<file path="config.mk">
export PLATFORM = sky130hd
export DESIGN_NAME = uart_rx_arbiter_fifo_flat
export DESIGN_NICKNAME = d
export VERILOG_FILES = /design/src/rtl/uart_rx_arbiter_fifo_if.sv /design/src/rtl/uart_rx_arbiter_fifo.sv /design/src/flat_wrapper.sv
export SDC_FILE = /design/constraint.sdc
export NUM_CORES = 1
export LEC_CHECK = 0
export ABC_CLOCK_PERIOD_IN_PS = 2500
export BUFFER_PORTS_ARGS = -buffer_cell sky130_fd_sc_hd__buf_2
export CORE_MARGIN = 1.5
export CORE_UTILIZATION = 51
export CTS_CLUSTER_DIAMETER = 100
export DETAILED_ROUTE_END_ITERATION = 10
export GPL_TIMING_DRIVEN = 1
export PLACE_DENSITY = 0.78
export SLEW_MARGIN = 10
export SYNTH_ARGS = -nofsm -noshare
export SYNTH_HDL_FRONTEND = slang
export SYNTH_SLANG_ARGS = --single-unit
</file>
<file path="constraint.sdc">
create_clock -name clk -period 2.5 [get_ports clk]
set_input_delay 0.25 -clock clk [delete_from_list [all_inputs] [get_ports clk]]
set_output_delay 0.25 -clock clk [all_outputs]
set_load 0.1 [all_outputs]
</file>
<file path="src/rtl/uart_rx_arbiter_fifo_if.sv">
`default_nettype none
// ============================================================================
// Module : uart_rx_arbiter_fifo_if
// Brief  : Byte input, CPU read, memory-programming and status signals.
// Rev    : 1.0
// ============================================================================
interface uart_rx_arbiter_fifo_if #(
  parameter int DATA_WIDTH = 8,
  parameter int ADDR_WIDTH = 16,
  parameter int DEPTH      = 8
);
  localparam int CW = $clog2(DEPTH) + 1;

  logic                  pkt_valid;
  logic [DATA_WIDTH-1:0] pkt_data;
  logic                  programming;
  logic                  cpu_req;
  logic                  cpu_we;
  logic                  cpu_sel;
  logic                  rd_valid;
  logic [DATA_WIDTH-1:0] rd_data;
  logic                  prog_req;
  logic                  prog_we;
  logic [ADDR_WIDTH-1:0] prog_addr;
  logic [DATA_WIDTH-1:0] prog_wdata;
  logic                  prog_ack;
  logic [CW-1:0]         fifo_count;
  logic                  overflow;
  logic                  ovf_clr;

  modport slave (
    input  pkt_valid, pkt_data, programming, cpu_req, cpu_we, cpu_sel,
           prog_ack, ovf_clr,
    output rd_valid, rd_data, prog_req, prog_we, prog_addr, prog_wdata,
           fifo_count, overflow
  );

  modport master (
    output pkt_valid, pkt_data, programming, cpu_req, cpu_we, cpu_sel,
           prog_ack, ovf_clr,
    input  rd_valid, rd_data, prog_req, prog_we, prog_addr, prog_wdata,
           fifo_count, overflow
  );
endinterface
`default_nettype wire

</file>
<file path="src/rtl/uart_rx_arbiter_fifo.sv">
`default_nettype none
// ============================================================================
// Module : uart_rx_arbiter_fifo
// Brief  : UART byte FIFO shared between a memory programmer and CPU reads.
//          Define UART_RX_ARB_OVF_EN to enable the sticky overflow flag.
// Rev    : 1.0
// ============================================================================
module uart_rx_arbiter_fifo #(
  parameter int DATA_WIDTH = 8,
  parameter int ADDR_WIDTH = 16,
  parameter int DEPTH      = 8
) (
  input  logic                     clk,
  input  logic                     rst,
  uart_rx_arbiter_fifo_if.slave    bus
);
  localparam int PW = $clog2(DEPTH);
  localparam int CW = PW + 1;
  localparam logic [CW-1:0] FULL_CNT = CW'(DEPTH);

  typedef enum logic [1:0] {
    IDLE    = 2'd0,
    WRT_REQ = 2'd1,
    RD_DATA = 2'd2
  } state_t;

  state_t                state, state_nxt;
  logic [DATA_WIDTH-1:0] mem [DEPTH];
  logic [PW-1:0]         wr_ptr, rd_ptr;
  logic [CW-1:0]         count;
  logic [ADDR_WIDTH-1:0] addr;
  logic                  prog_d;
  logic                  full, empty, push, pop, drop;
  logic [DATA_WIDTH-1:0] head;

  assign full  = (count == FULL_CNT);
  assign empty = (count == '0);
  assign head  = mem[rd_ptr];
  // A pop frees a slot in the same cycle, so a full FIFO can still accept.
  assign push  = bus.pkt_valid && (!full || pop);
  assign drop  = bus.pkt_valid && full && !pop;

  always_ff @(posedge clk or posedge rst) begin
    if (rst) state <= IDLE;
    else     state <= state_nxt;
  end

  always_comb begin
    state_nxt      = state;
    pop            = 1'b0;
    bus.rd_valid   = 1'b0;
    bus.rd_data    = '0;
    bus.prog_req   = 1'b0;
    bus.prog_we    = 1'b0;
    bus.prog_addr  = '0;
    bus.prog_wdata = '0;
    case (state)
      IDLE: begin
        if (bus.programming && !empty)
          state_nxt = WRT_REQ;
        else if (!bus.programming && bus.cpu_req && !bus.cpu_we && bus.cpu_sel)
          state_nxt = RD_DATA;
      end
      WRT_REQ: begin
        bus.prog_req   = 1'b1;
        bus.prog_we    = 1'b1;
        bus.prog_addr  = addr;
        bus.prog_wdata = head;
        if (bus.prog_ack) begin
          pop       = 1'b1;
          state_nxt = IDLE;
        end else if (!bus.programming) begin
          state_nxt = IDLE;
        end
      end
      RD_DATA: begin
        bus.rd_valid = 1'b1;
        if (!empty) begin
          bus.rd_data = head;
          pop         = 1'b1;
        end
        state_nxt = IDLE;
      end
      default: state_nxt = IDLE;
    endcase
  end

  always_ff @(posedge clk) begin
    if (push) mem[wr_ptr] <= bus.pkt_data;
  end

  always_ff @(posedge clk or posedge rst) begin
    if (rst) begin
      wr_ptr <= '0;
      rd_ptr <= '0;
      count  <= '0;
    end else begin
      if (push) wr_ptr <= wr_ptr + PW'(1);
      if (pop)  rd_ptr <= rd_ptr + PW'(1);
      case ({push, pop})
        2'b10:   count <= count + CW'(1);
        2'b01:   count <= count - CW'(1);
        default: count <= count;
      endcase
    end
  end

  // Address restarts at 0 once programming has been seen to drop.
  always_ff @(posedge clk or posedge rst) begin
    if (rst) begin
      addr   <= '0;
      prog_d <= 1'b0;
    end else begin
      prog_d <= bus.programming;
      if (prog_d && !bus.programming)
        addr <= '0;
      else if (state == WRT_REQ && bus.prog_ack)
        addr <= addr + ADDR_WIDTH'(1);
    end
  end

  assign bus.fifo_count = count;

`ifdef UART_RX_ARB_OVF_EN
  logic ovf;
  always_ff @(posedge clk or posedge rst) begin
    if (rst)              ovf <= 1'b0;
    else if (drop)        ovf <= 1'b1;
    else if (bus.ovf_clr) ovf <= 1'b0;
  end
  assign bus.overflow = ovf;
`else
  logic unused_ovf;
  assign unused_ovf   = bus.ovf_clr | drop;
  assign bus.overflow = 1'b0;
`endif

endmodule
`default_nettype wire

</file>
<file path="src/flat_wrapper.sv">
// flat-port wrapper written by rule: the top's interface ports become plain ports
module uart_rx_arbiter_fifo_flat 
#(
  parameter int DATA_WIDTH = 8,
  parameter int ADDR_WIDTH = 16,
  parameter int DEPTH      = 8
)
  (clk, rst, bus_pkt_valid, bus_pkt_data, bus_programming, bus_cpu_req, bus_cpu_we, bus_cpu_sel, bus_prog_ack, bus_ovf_clr, bus_rd_valid, bus_rd_data, bus_prog_req, bus_prog_we, bus_prog_addr, bus_prog_wdata, bus_fifo_count, bus_overflow);
  uart_rx_arbiter_fifo_if #(.DATA_WIDTH(DATA_WIDTH), .ADDR_WIDTH(ADDR_WIDTH), .DEPTH(DEPTH)) bus_i ();
  input  logic clk;
  input  logic rst;
  input wire logic [$bits(bus_i.pkt_valid)-1:0] bus_pkt_valid;
  input wire logic [$bits(bus_i.pkt_data)-1:0] bus_pkt_data;
  input wire logic [$bits(bus_i.programming)-1:0] bus_programming;
  input wire logic [$bits(bus_i.cpu_req)-1:0] bus_cpu_req;
  input wire logic [$bits(bus_i.cpu_we)-1:0] bus_cpu_we;
  input wire logic [$bits(bus_i.cpu_sel)-1:0] bus_cpu_sel;
  input wire logic [$bits(bus_i.prog_ack)-1:0] bus_prog_ack;
  input wire logic [$bits(bus_i.ovf_clr)-1:0] bus_ovf_clr;
  output wire logic [$bits(bus_i.rd_valid)-1:0] bus_rd_valid;
  output wire logic [$bits(bus_i.rd_data)-1:0] bus_rd_data;
  output wire logic [$bits(bus_i.prog_req)-1:0] bus_prog_req;
  output wire logic [$bits(bus_i.prog_we)-1:0] bus_prog_we;
  output wire logic [$bits(bus_i.prog_addr)-1:0] bus_prog_addr;
  output wire logic [$bits(bus_i.prog_wdata)-1:0] bus_prog_wdata;
  output wire logic [$bits(bus_i.fifo_count)-1:0] bus_fifo_count;
  output wire logic [$bits(bus_i.overflow)-1:0] bus_overflow;
  assign bus_i.pkt_valid = bus_pkt_valid;
  assign bus_i.pkt_data = bus_pkt_data;
  assign bus_i.programming = bus_programming;
  assign bus_i.cpu_req = bus_cpu_req;
  assign bus_i.cpu_we = bus_cpu_we;
  assign bus_i.cpu_sel = bus_cpu_sel;
  assign bus_i.prog_ack = bus_prog_ack;
  assign bus_i.ovf_clr = bus_ovf_clr;
  assign bus_rd_valid = bus_i.rd_valid;
  assign bus_rd_data = bus_i.rd_data;
  assign bus_prog_req = bus_i.prog_req;
  assign bus_prog_we = bus_i.prog_we;
  assign bus_prog_addr = bus_i.prog_addr;
  assign bus_prog_wdata = bus_i.prog_wdata;
  assign bus_fifo_count = bus_i.fifo_count;
  assign bus_overflow = bus_i.overflow;
  uart_rx_arbiter_fifo #(.DATA_WIDTH(DATA_WIDTH), .ADDR_WIDTH(ADDR_WIDTH), .DEPTH(DEPTH)) u_core (.clk(clk), .rst(rst), .bus(bus_i));
endmodule
</file>
Word level (Yosys, flattened, before mapping)
Memory sizes are Yosys's and may differ from the RTL's.
Index checks and enable logic that the tools add are counted.
{"block": "op_classes", "mux": 19, "n_addsub": 5, "n_reduce_logical": 17, "eq_ne": 7}
{"operator": "two-way mux 16 bit", "count": 3}
{"operator": "two-way mux 8 bit", "count": 3}
{"operator": "adder 16 x 1 -> 16 bit (second input constant)", "count": 1}
{"operator": "two-way mux 2 bit", "count": 4}
{"operator": "case mux 4 bit (2 select lines)", "count": 1}
{"operator": "logical AND 1 bit", "count": 7}
{"operator": "adder 3 x 1 -> 3 bit (second input constant)", "count": 2}
{"operator": "two-way mux 1 bit", "count": 6}
{"operator": "adder 4 x 1 -> 4 bit (second input constant)", "count": 1}
{"operator": "equality test 2 x 1 -> 1 bit (second input constant)", "count": 2}
{"operator": "equality test 2 bit (second input constant)", "count": 2}
{"operator": "equality test 4 bit (second input constant)", "count": 1}
{"operator": "zero test 1 bit", "count": 4}
{"operator": "zero test 4 bit", "count": 1}
{"operator": "case mux 2 bit (2 select lines)", "count": 1}
{"operator": "nonzero test 2 bit", "count": 2}
{"operator": "subtractor 4 x 1 -> 4 bit (second input constant)", "count": 1}
{"operator": "inequality test 3 x 1 -> 1 bit (second input constant)", "count": 1}
{"operator": "inequality test 3 bit (second input constant)", "count": 1}
{"operator": "zero test 2 bit", "count": 1}
{"operator": "case mux 1 bit (2 select lines)", "count": 1}
{"operator": "AND reduction 2 bit", "count": 1}
{"operator": "logical OR 1 bit", "count": 1}
{"block": "totals", "mem_bits_rw": 64, "out_inout_bits": 40, "ff_bits": 29, "memories": 1, "inputBits": 17, "wordCells": 55}
{"name": "u_core.mem", "words": 8, "width": 8, "rd": 1, "rd_clocked_by_memory_dff": 0, "wr": 1, "line": "uart_rx_arbiter_fifo.sv:28", "source": "logic [DATA_WIDTH-1:0] mem [DEPTH];"}

Depth between registers and ports, before layout
Gate-level depths: netlist (run 1).
{"block": "logic_depth", "ltp_word": 7, "mapped_depth": 10, "depth_no_buf": 9}

Worst setup path before layout (run 1)
OpenSTA, ideal clock, no wires.
{"block": "synth_path", "path_kind": "reg2out", "from": "reg u_core.state[1]", "to": "out bus_prog_wdata[0]", "arrival_time_ns": 3.080, "stages_incl_launch_ff": 7, "setup_slack_ns": -0.830, "t_required_ns": 2.250, "n_path_buf": 2, "path_cell_list": "dfrtp_1 -> inv_1 -> ha_1 -> buf_4 -> inv_1 -> clkbuf_1 -> nor2_1"}
{"block": "synth_between", "elab_chain_len": 2}
{"element": "from (decl)", "line": "uart_rx_arbiter_fifo.sv:27", "source": "state_t state, state_nxt;"}
{"element": "from (signal assigned)", "line": "uart_rx_arbiter_fifo.sv:45", "source": "else state <= state_nxt;"}
{"element": "equality test 2 x 1 -> 1 bit", "line": "uart_rx_arbiter_fifo.sv:57", "source": "case (state)"}
{"element": "two-way mux 8 bit", "line": "uart_rx_arbiter_fifo.sv:57"}
{"element": "to (decl)", "line": "flat_wrapper.sv:25", "source": "output wire logic [$bits(bus_i.prog_wdata)-1:0] bus_prog_wdata;"}
No other way between the ends.

Final worst setup path (run 1)
{"block": "layout_path", "from": "reg u_core.rd_ptr[0]", "to": "out bus_rd_data[4]"}
{"block": "layout_between", "elab_chain_len": 3}
{"element": "from (decl)", "line": "uart_rx_arbiter_fifo.sv:29", "source": "logic [PW-1:0] wr_ptr, rd_ptr;"}
{"element": "from (signal assigned)", "line": "uart_rx_arbiter_fifo.sv:99", "source": "if (pop) rd_ptr <= rd_ptr + PW'(1);"}
{"element": "memory read (8 x 8 bit)"}
{"element": "two-way mux 8 bit", "line": "uart_rx_arbiter_fifo.sv:78", "source": "if (!empty) begin"}
{"element": "two-way mux 8 bit", "line": "uart_rx_arbiter_fifo.sv:57"}
{"element": "to (decl)", "line": "flat_wrapper.sv:21", "source": "output wire logic [$bits(bus_i.rd_data)-1:0] bus_rd_data;"}
No other way between the ends.

==> results of run 1 <==
## how the worst max path moves through the flow
stage / from / to / slack [ps] / cells after the start
after floorplan: u_core.bus.fifo_count[2] / u_core.bus.fifo_count[3] / -120 / 7
after global placement: u_core.state[1] / u_core.bus.fifo_count[2] / 230 / 8
final: u_core.rd_ptr[0] / bus_rd_data[4] / 120 / 5
after detailed placement: u_core.state[0] / u_core.bus.fifo_count[2] / 180 / 8
after global routing: u_core.state[1] / u_core.bus.fifo_count[3] / 10 / 9
after CTS: u_core.state[1] / bus_prog_wdata[2] / 40 / 5
## through the flow
step | total power [W] | setup WS, ps | cells
after global placement | 0.00493 | 235 | 465
after CTS | 0.00602 | 40.6 | 482
after detailed placement | 0.00502 | 185 | 465
after global routing | 0.00631 | 14.9 | 484
final | 0.00605 | 118 | 484
after floorplan | 0.00444 | -122 | 305
## power groups by stage
stage	logic (W)	clock network [W]	registers, W
global placement	0.00268	0	0.00225
floorplan	0.00207	0	0.00237
detailed placement	0.00276	0	0.00227
global route	0.00296	0.00108	0.00226
CTS	0.00277	0.00102	0.00223
finish	0.00280	0.00101	0.00223
## synth_stat cells (all sizes together) (9+ instances only)
| master | number |
|---|---|
| edfxtp | 64 |
| nor2 | 33 |
| dfrtp | 29 |
| nand2 | 17 |
| and2 | 16 |
| mux4 | 16 |
| inv | 13 |
| a21oi | 12 |
| xnor2 | 10 |
| mux2i | 9 |
| o21ai | 9 |
## sequential cells by signal, indices dropped and copies added (netlist names)
signal                 flops
u_core.addr               16
u_core.bus.fifo_count      4
u_core.mem                64
u_core.prog_d              1
u_core.rd_ptr              3
u_core.state               2
u_core.wr_ptr              3
## per-layer routing
layer | vias to the layer above | GRT usage | share of wire
met5 | - | 0 | 0
met4 | 0 | 0.0833 | 0.015
met3 | 11 | 0.0419 | 0.048
met2 | 64 | 0.342 | 0.50
met1 | 1342 | 0.277 | 0.44
li1 | 1260 | - | -
## critical path: cells and delay by family (launching register included)
kind	cells	cell delay (ps)
mux	2	850
flops	1	380
buf+inv	2	490
simple gates	1	50
## repair_timing
action,CTS,global route
hold buffers,1,0
pin swaps,0,1
setup buffers,0,2
endpoints found under the setup margin,15,10
gates resized for setup,1,6
endpoints found under the hold margin,29,0
## cell type report
class / count / area [um2]
fill: 598 / 3080
multi-input combinational: 186 / 1600
clock buffer: 9 / 124
tap: 105 / 131
inverter: 13 / 52.6
timing repair buffer: 71 / 453
sequential: 93 / 2660
clock inverter: 7 / 75.1
## cells by family (layout without fill, tap and decap cells)
logic type	after synthesis	in the layout	synth area share
AO/OA/AOI/OAI	39	39	0.0678
XOR/XNOR	12	12	0.0246
adder cells (fa/ha/maj)	9	9	0.0282
buffers and inverters	26	100	0.0279
flip-flops	93	93	0.621
multiplexers	28	28	0.114
other	1	1	0.000879
AND/OR/NAND/NOR	97	97	0.115
==> results.cfg, run 1 <==
[final_layout]
areaGrowthSynthToFinish_pct = 19.5
final_util = 0.623
drive_above_1_share = 0.369
final_common_cell = edfxtp_1
mostFrequentLayoutCells = edfxtp_1 (64), buf_2 (48), dfrtp_1 (24)
diodes = 0
fin_nets = 400
final_area_um2 = 5090

[grt]
antenna_found_initial = 0
track_usage = 0.210
grt_pass1_wl_mm = 13.6
grt_max_degree = 30
grt_overflow = 0
grt_pass1_vias = 2685

[placed_design]
gp_congestion = 0.838
place_area_um2 = 4840
hpwl_mm = 5.62
io_buffer_count = 54

[yosys]
yosysSeqAreaShare = 0.621
syn-cell-area_um2 = 4260
synth_ff_type = edfxtp_1
synth_nets = 331
yosys_warnings = 0
synth_edf_count = 64
synth_seq_cells = 93
synthTopCellsByArea = edfxtp_1 (45%), dfrtp_1 (17%), mux4_2 (8.5%), nor2_1 (2.9%), ha_1 (2.3%)
async_flop_share = 0.312
synthDistinctLibCells = 49
syn_inst = 305
synth_top_area_share = 0.451
avgSynthCellArea_um2 = 14.0
yosys.area.top_type = edfxtp_1

[critical_path]
rrSetupSlack_ps = 170
setup.worst_path.end_class = output pin
crit_required_ps = 2250
slowest_delay_ps = 530
crit_arrival_ps = 2130
path_max_fanout = 18
cp_cell_sequence = buf_12 > mux4_2 > mux2i_1 > nor2_2 > buf_2
start_kind = flip-flop
r2r_end = u_core.mem[0][6]
r2r_cells = 8
critical_path_class = flip-flop to output pin
slowest_stage = mux4_2
rr_startpoint = u_core.state[0]

[hold_path]
min_to = u_core.prog_d
min_path_cells = 1
min_from = bus_programming
hp-class = input port to flip-flop

[sta]
worst_pin_slew_ps = 578
max_freq_mhz = 420
period_minus_slack_ps = 2380
post-route-period-util = 0.953
hold_viol = 0
relSlewSlack = 0.614
setup_viol = 0
hold_slack_ps = 82.7
drv_slew = 0
rsz0062_at_grt = no
setup_tns_ps = 0
skew_ps = 11.6

[power]
p_comb_frac = 0.463
p_sw_w = 0.00273
intPower_w = 0.00332
power.static_leakage_nw = 1.95
clockPowerShare = 0.168
p_seq_frac = 0.369
pwr_density_cell_nw_per_um2 = 1190
p_sw_frac = 0.452
ir_drop_uv = 991

[detailed_routing]
viasPerCell = 5.53
post_drt_wl_per_cell_um = 17.6
drt_iter0_drc = 85
dr.pass1.iters = 4
ant_nets = 0
route.detailed.drc = 0
totalWireLength_mm = 8.53
num_vias = 2677

[clock_tree]
cts_tree = yes
path_clk_slew_ps = 90
clockRootBuffer = clkbuf_8
cts_buffer_depth = 2
htree_num_levels = 3
clkSinkCount = 93
clkLatencyLatePin_ps = 360
cts-buffers-inserted = 9

[die]
initial_core_util = 0.522
core_um2 = 8180
die_x_um = 94.4
die_height_um = 94.4
io_pins = 57
placementRows = 33
dieArea_um2 = 8920

[outcome]
status = finished clean

[run]
cap_violations = 0
Power figures use the tool's default switching activity.
==> run 2: changes to the inputs <==
- RECOVER_POWER: not set -> 50
==> results.cfg, run 2 (synthesis results as in run 1) <==
[critical_path]
r2r_cells = 8
crit_required_ps = 2250
cp_num_buf_inv = 2
slowest_delay_ps = 530
path_max_fanout = 18
critical_path_class = flip-flop to output pin
cp_top_family = multiplexers
cp_cell_sequence = buf_12 > mux4_2 > mux2i_1 > nor2_2 > buf_2
setup.worst_path.end_class = output pin
crit_arrival_ps = 2130
crit_cells = 5
slowest_stage = mux4_2
start_kind = flip-flop

[final_layout]
mostFrequentLayoutCells = edfxtp_1 (64), buf_2 (34), dfrtp_1 (24)
diodes = 0
fin_cells = 484
fin_nets = 400
largest_register_ffs = 64
regArea_um2 = 2660
n_fill_cell = 606
max_flop_register = u_core.mem
multi_input_area_um2 = 1600
areaGrowthSynthToFinish_pct = 19.0
final_common_cell = edfxtp_1
drive_above_1_share = 0.332

[power]
p_seq_frac = 0.370
ir_drop_uv = 995
p_sw_frac = 0.453
intPower_w = 0.00330
pwr_density_cell_nw_per_um2 = 1190
p_sw_w = 0.00273
p_comb_frac = 0.462
power.static_leakage_nw = 1.91
clockPowerShare = 0.168

[sta]
max_freq_mhz = 420
drv_slew = 0
setup_tns_ps = 0
post-route-period-util = 0.953
hold_viol = 0
rsz0062_at_grt = no
skew_ps = 12.4
setup_viol = 0
worst_pin_slew_ps = 1150
relSlewSlack = 0.234
period_minus_slack_ps = 2380

[outcome]
status = finished clean

[grt]
track_usage = 0.210
grt_pass1_wl_mm = 13.6
grt_pass1_vias = 2685
grt_max_degree = 30
grt_overflow = 0
antenna_found_initial = 0

[detailed_routing]
post_drt_wl_per_cell_um = 17.6
dr.pass1.iters = 4
drt_iter0_drc = 91
totalWireLength_mm = 8.54
ant_nets = 0
route.detailed.drc = 0
num_vias = 2663
viasPerCell = 5.50

[die]
dieArea_um2 = 8920
die_height_um = 94.4
initial_core_util = 0.522
core_um2 = 8180
io_pins = 57
placementRows = 33
die_x_um = 94.4

[clock_tree]
cts_tree = yes
cts_buffer_depth = 2
clkSinkCount = 93
path_clk_slew_ps = 90
clockRootBuffer = clkbuf_8
cts-buffers-inserted = 9
htree_num_levels = 3
clkLatencyLatePin_ps = 360

[run]
cap_violations = 0

[hold_path]
min_path_cells = 1
hp-class = input port to flip-flop

[placed_design]
io_buffer_count = 54
hpwl_mm = 5.62
gp_congestion = 0.838
dp.cells = 465
## run 2: changes by cell type in the layout (fill, tap and decap cells not counted), sizes merged
cell / previous run / this run
buf: 65 / 50
clkbuf: 14 / 29
## run 2: layout make-up
type | instances | area share
flip-flops and latches | 93 | 0.524
clock buffers | 9 | 0.0244
repair buffers | 71 | 0.0853
well taps | 105 | 0.0259
clock inverters | 7 | 0.0148
inverters | 13 | 0.0104
multi-input cells | 186 | 0.315
## run 2: worst paths after layout
check,startpoint,end,slack [ps]
setup / recovery,u_core.rd_ptr[0],bus_rd_data[4],120
hold / removal,bus_programming,u_core.prog_d,120
setup reg to reg,u_core.state[0],u_core.mem[0][6],150
hold reg to reg,u_core.bus.fifo_count[3],u_core.bus.fifo_count[3],540
max in group asynchronous,rst,u_core.bus.fifo_count[1],1670
min in group asynchronous,rst,u_core.wr_ptr[0],520
## run 2: routing by layer
metal / GRT usage / share of wire / up-vias / wire [um]
met5: 0 / 0 / - / 0
met4: 0.0833 / 0.015 / 0 / 125
li1: - / - / 1259 / -
met1: 0.277 / 0.44 / 1334 / 3800
met3: 0.0419 / 0.041 / 11 / 347
met2: 0.342 / 0.50 / 59 / 4270
## run 2: power by group through the flow
stage          registers (W)  clock network, W  logic (W)
2_1_floorplan        0.00237                 0    0.00207
6_report             0.00223           0.00102    0.00279
4_1_cts              0.00223           0.00102    0.00277
5_1_grt              0.00227           0.00108    0.00295
3_3_place_gp         0.00225                 0    0.00268
3_5_place_dp         0.00227                 0    0.00276
## run 2: worst reg2reg max path, stage by stage (launching register included)
cell      delay (ps)
dfrtp_1          410
inv_1            120
ha_1             370
inv_1            100
o21ai_0          280
clkbuf_1         210
nand3b_1         200
nor3_2           150
buf_4            220
## run 2: timing repair
item,CTS,global route
hold buffers,1,0
gates cloned,0,0
pin swaps,0,1
hold endpoints to repair,29,0
endpoints found under the setup margin,15,10
gates resized for setup,1,6
setup buffers,0,2
## run 2: metrics by stage
| stage | cell area (um2) | power [W] | hold slack, ps | setup WS, ps | utilization |
|---|---|---|---|---|---|
| final | 5070 | 0.00604 | 124 | 118 | 0.621 |
| after global routing | 5070 | 0.00629 | 127 | 14.9 | 0.621 |
| after CTS | 5050 | 0.00602 | 73.2 | 40.6 | 0.618 |
| after detailed placement | 4840 | 0.00502 | 346 | 185 | 0.592 |
| after global placement | 4840 | 0.00493 | 343 | 235 | 0.592 |
| after floorplan | 4380 | 0.00444 | 281 | -122 | - |
==> run 3: changes to the inputs <==
- CORE_ASPECT_RATIO: not set -> 1.1
- CORE_UTILIZATION: 51 -> 35
- PLACE_DENSITY: 0.78 -> 0.58
==> results.cfg, run 3 (synthesis results as in run 1) <==
[sta]
drv_slew = 0
setup_tns_ps = 0
period_minus_slack_ps = 2370
max_freq_mhz = 422
layout_setup_ws_ps = 128
hold_viol = 0
relSlewSlack = 0.227
post-route-period-util = 0.949
hold_slack_ps = 143
worst_pin_slew_ps = 1170
setup_viol = 0
skew_ps = 8.60
rsz0062_at_grt = no

[hold_path]
hp-class = input port to flip-flop
min_path_cells = 1

[critical_path]
cp_top_family = multiplexers
crit_arrival_ps = 2120
crit_required_ps = 2250
critical_path_class = flip-flop to output pin
slowest_delay_ps = 510
r2r_cells = 8
start_kind = flip-flop
cp_cell_sequence = buf_12 > mux4_2 > mux2i_1 > nor2_2 > buf_2
slowest_stage = mux4_2
cp_num_buf_inv = 2
path_max_fanout = 18
crit_cells = 5
setup.worst_path.end_class = output pin

[detailed_routing]
ant_nets = 0
route.detailed.drc = 0
viasPerCell = 5.05
post_drt_wl_per_cell_um = 16.3
totalWireLength_mm = 8.66
num_vias = 2689
drt_iter0_drc = 213
dr.pass1.iters = 4

[placed_design]
io_buffer_count = 54
pre_cts_ws_ps = 204
hpwl_mm = 5.88
gp_congestion = 0.752

[die]
placementRows = 42
core_um2 = 12000
die_x_um = 108
initial_core_util = 0.356
die_height_um = 119
io_pins = 57
dieArea_um2 = 12900

[power]
ir_drop_uv = 938
power.static_leakage_nw = 1.95
pwr_density_cell_nw_per_um2 = 1190

[grt]
grt_pass1_wl_mm = 14.0
grt_pass1_vias = 2736
grt_max_degree = 30
track_usage = 0.146
grt_overflow = 0
antenna_found_initial = 0

[run]
cap_violations = 0

[final_layout]
largest_register_ffs = 64
drive_above_1_share = 0.322
mostFrequentLayoutCells = edfxtp_1 (64), buf_2 (36), dfrtp_1 (25)
multi_input_area_um2 = 1600
final_common_cell = edfxtp_1
areaGrowthSynthToFinish_pct = 22.5
diodes = 0
n_fill_cell = 1129
regArea_um2 = 2660
max_flop_register = u_core.mem
fin_nets = 400

[clock_tree]
cts_tree = yes
post_cts_buffers = 0
path_clk_slew_ps = 60
cts_buffer_depth = 2
cts-buffers-inserted = 9
clkSinkCount = 93
clkLatencyLatePin_ps = 340
htree_num_levels = 3
clockRootBuffer = clkbuf_16

[outcome]
status = finished clean
[run 3: report_power, final]
| group | switching [W] | internal (W) | total [W] | leakage [nW] |
|---|---|---|---|---|
| clock | 0.000546 | 0.000676 | 0.00122 | 0.124 |
| sequential | 0.000240 | 0.00194 | 0.00218 | 0.955 |
| combinational | 0.00194 | 0.000892 | 0.00283 | 0.868 |
[run 3: final cells by class]
cell class,count,share of cell area
Clock buffer,11,0.0446
Clock inverter,5,0.00695
Inverter,13,0.00934
Multi-Input combinational cell,186,0.307
Sequential cell,93,0.509
Tap cell,154,0.0369
Timing Repair Buffer,71,0.0865
[run 3: path summary, 6_finish.rpt]
path	startpoint	to	slack, ps
worst max-delay path	u_core.rd_ptr[0]	bus_prog_wdata[3]	130
worst min-delay path	bus_programming	u_core.prog_d	140
worst max register to register	u_core.state[0]	u_core.bus.fifo_count[2]	210
worst min register to register	u_core.wr_ptr[0]	u_core.wr_ptr[0]	530
max in group asynchronous	rst	u_core.bus.fifo_count[1]	1650
min in group asynchronous	rst	u_core.wr_ptr[0]	530
[run 3: routing by layer]
metal / vias to the layer above / wire, um / GRT usage
met1: 1341 / 3780 / 0.190
met5: - / 0 / 0
met4: 0 / 91 / 0.0461
met3: 9 / 421 / 0.0375
met2: 73 / 4370 / 0.239
li1: 1266 / - / -
[run 3: what timing repair did]
item,CTS,global route
hold buffers,1,0
endpoints found under the setup margin,0,6
resized for setup,0,2
hold endpoints to repair,15,0
[run 3: through the flow]
stage | power, W | util | instances | instance area (um2)
after floorplan | 0.00444 | - | 305 | 4380
after global placement | 0.00504 | 0.414 | 516 | 4960
after detailed placement | 0.00509 | 0.414 | 516 | 4960
after CTS | 0.00633 | 0.437 | 533 | 5240
after global routing | 0.00658 | 0.436 | 533 | 5220
final | 0.00623 | 0.436 | 533 | 5220
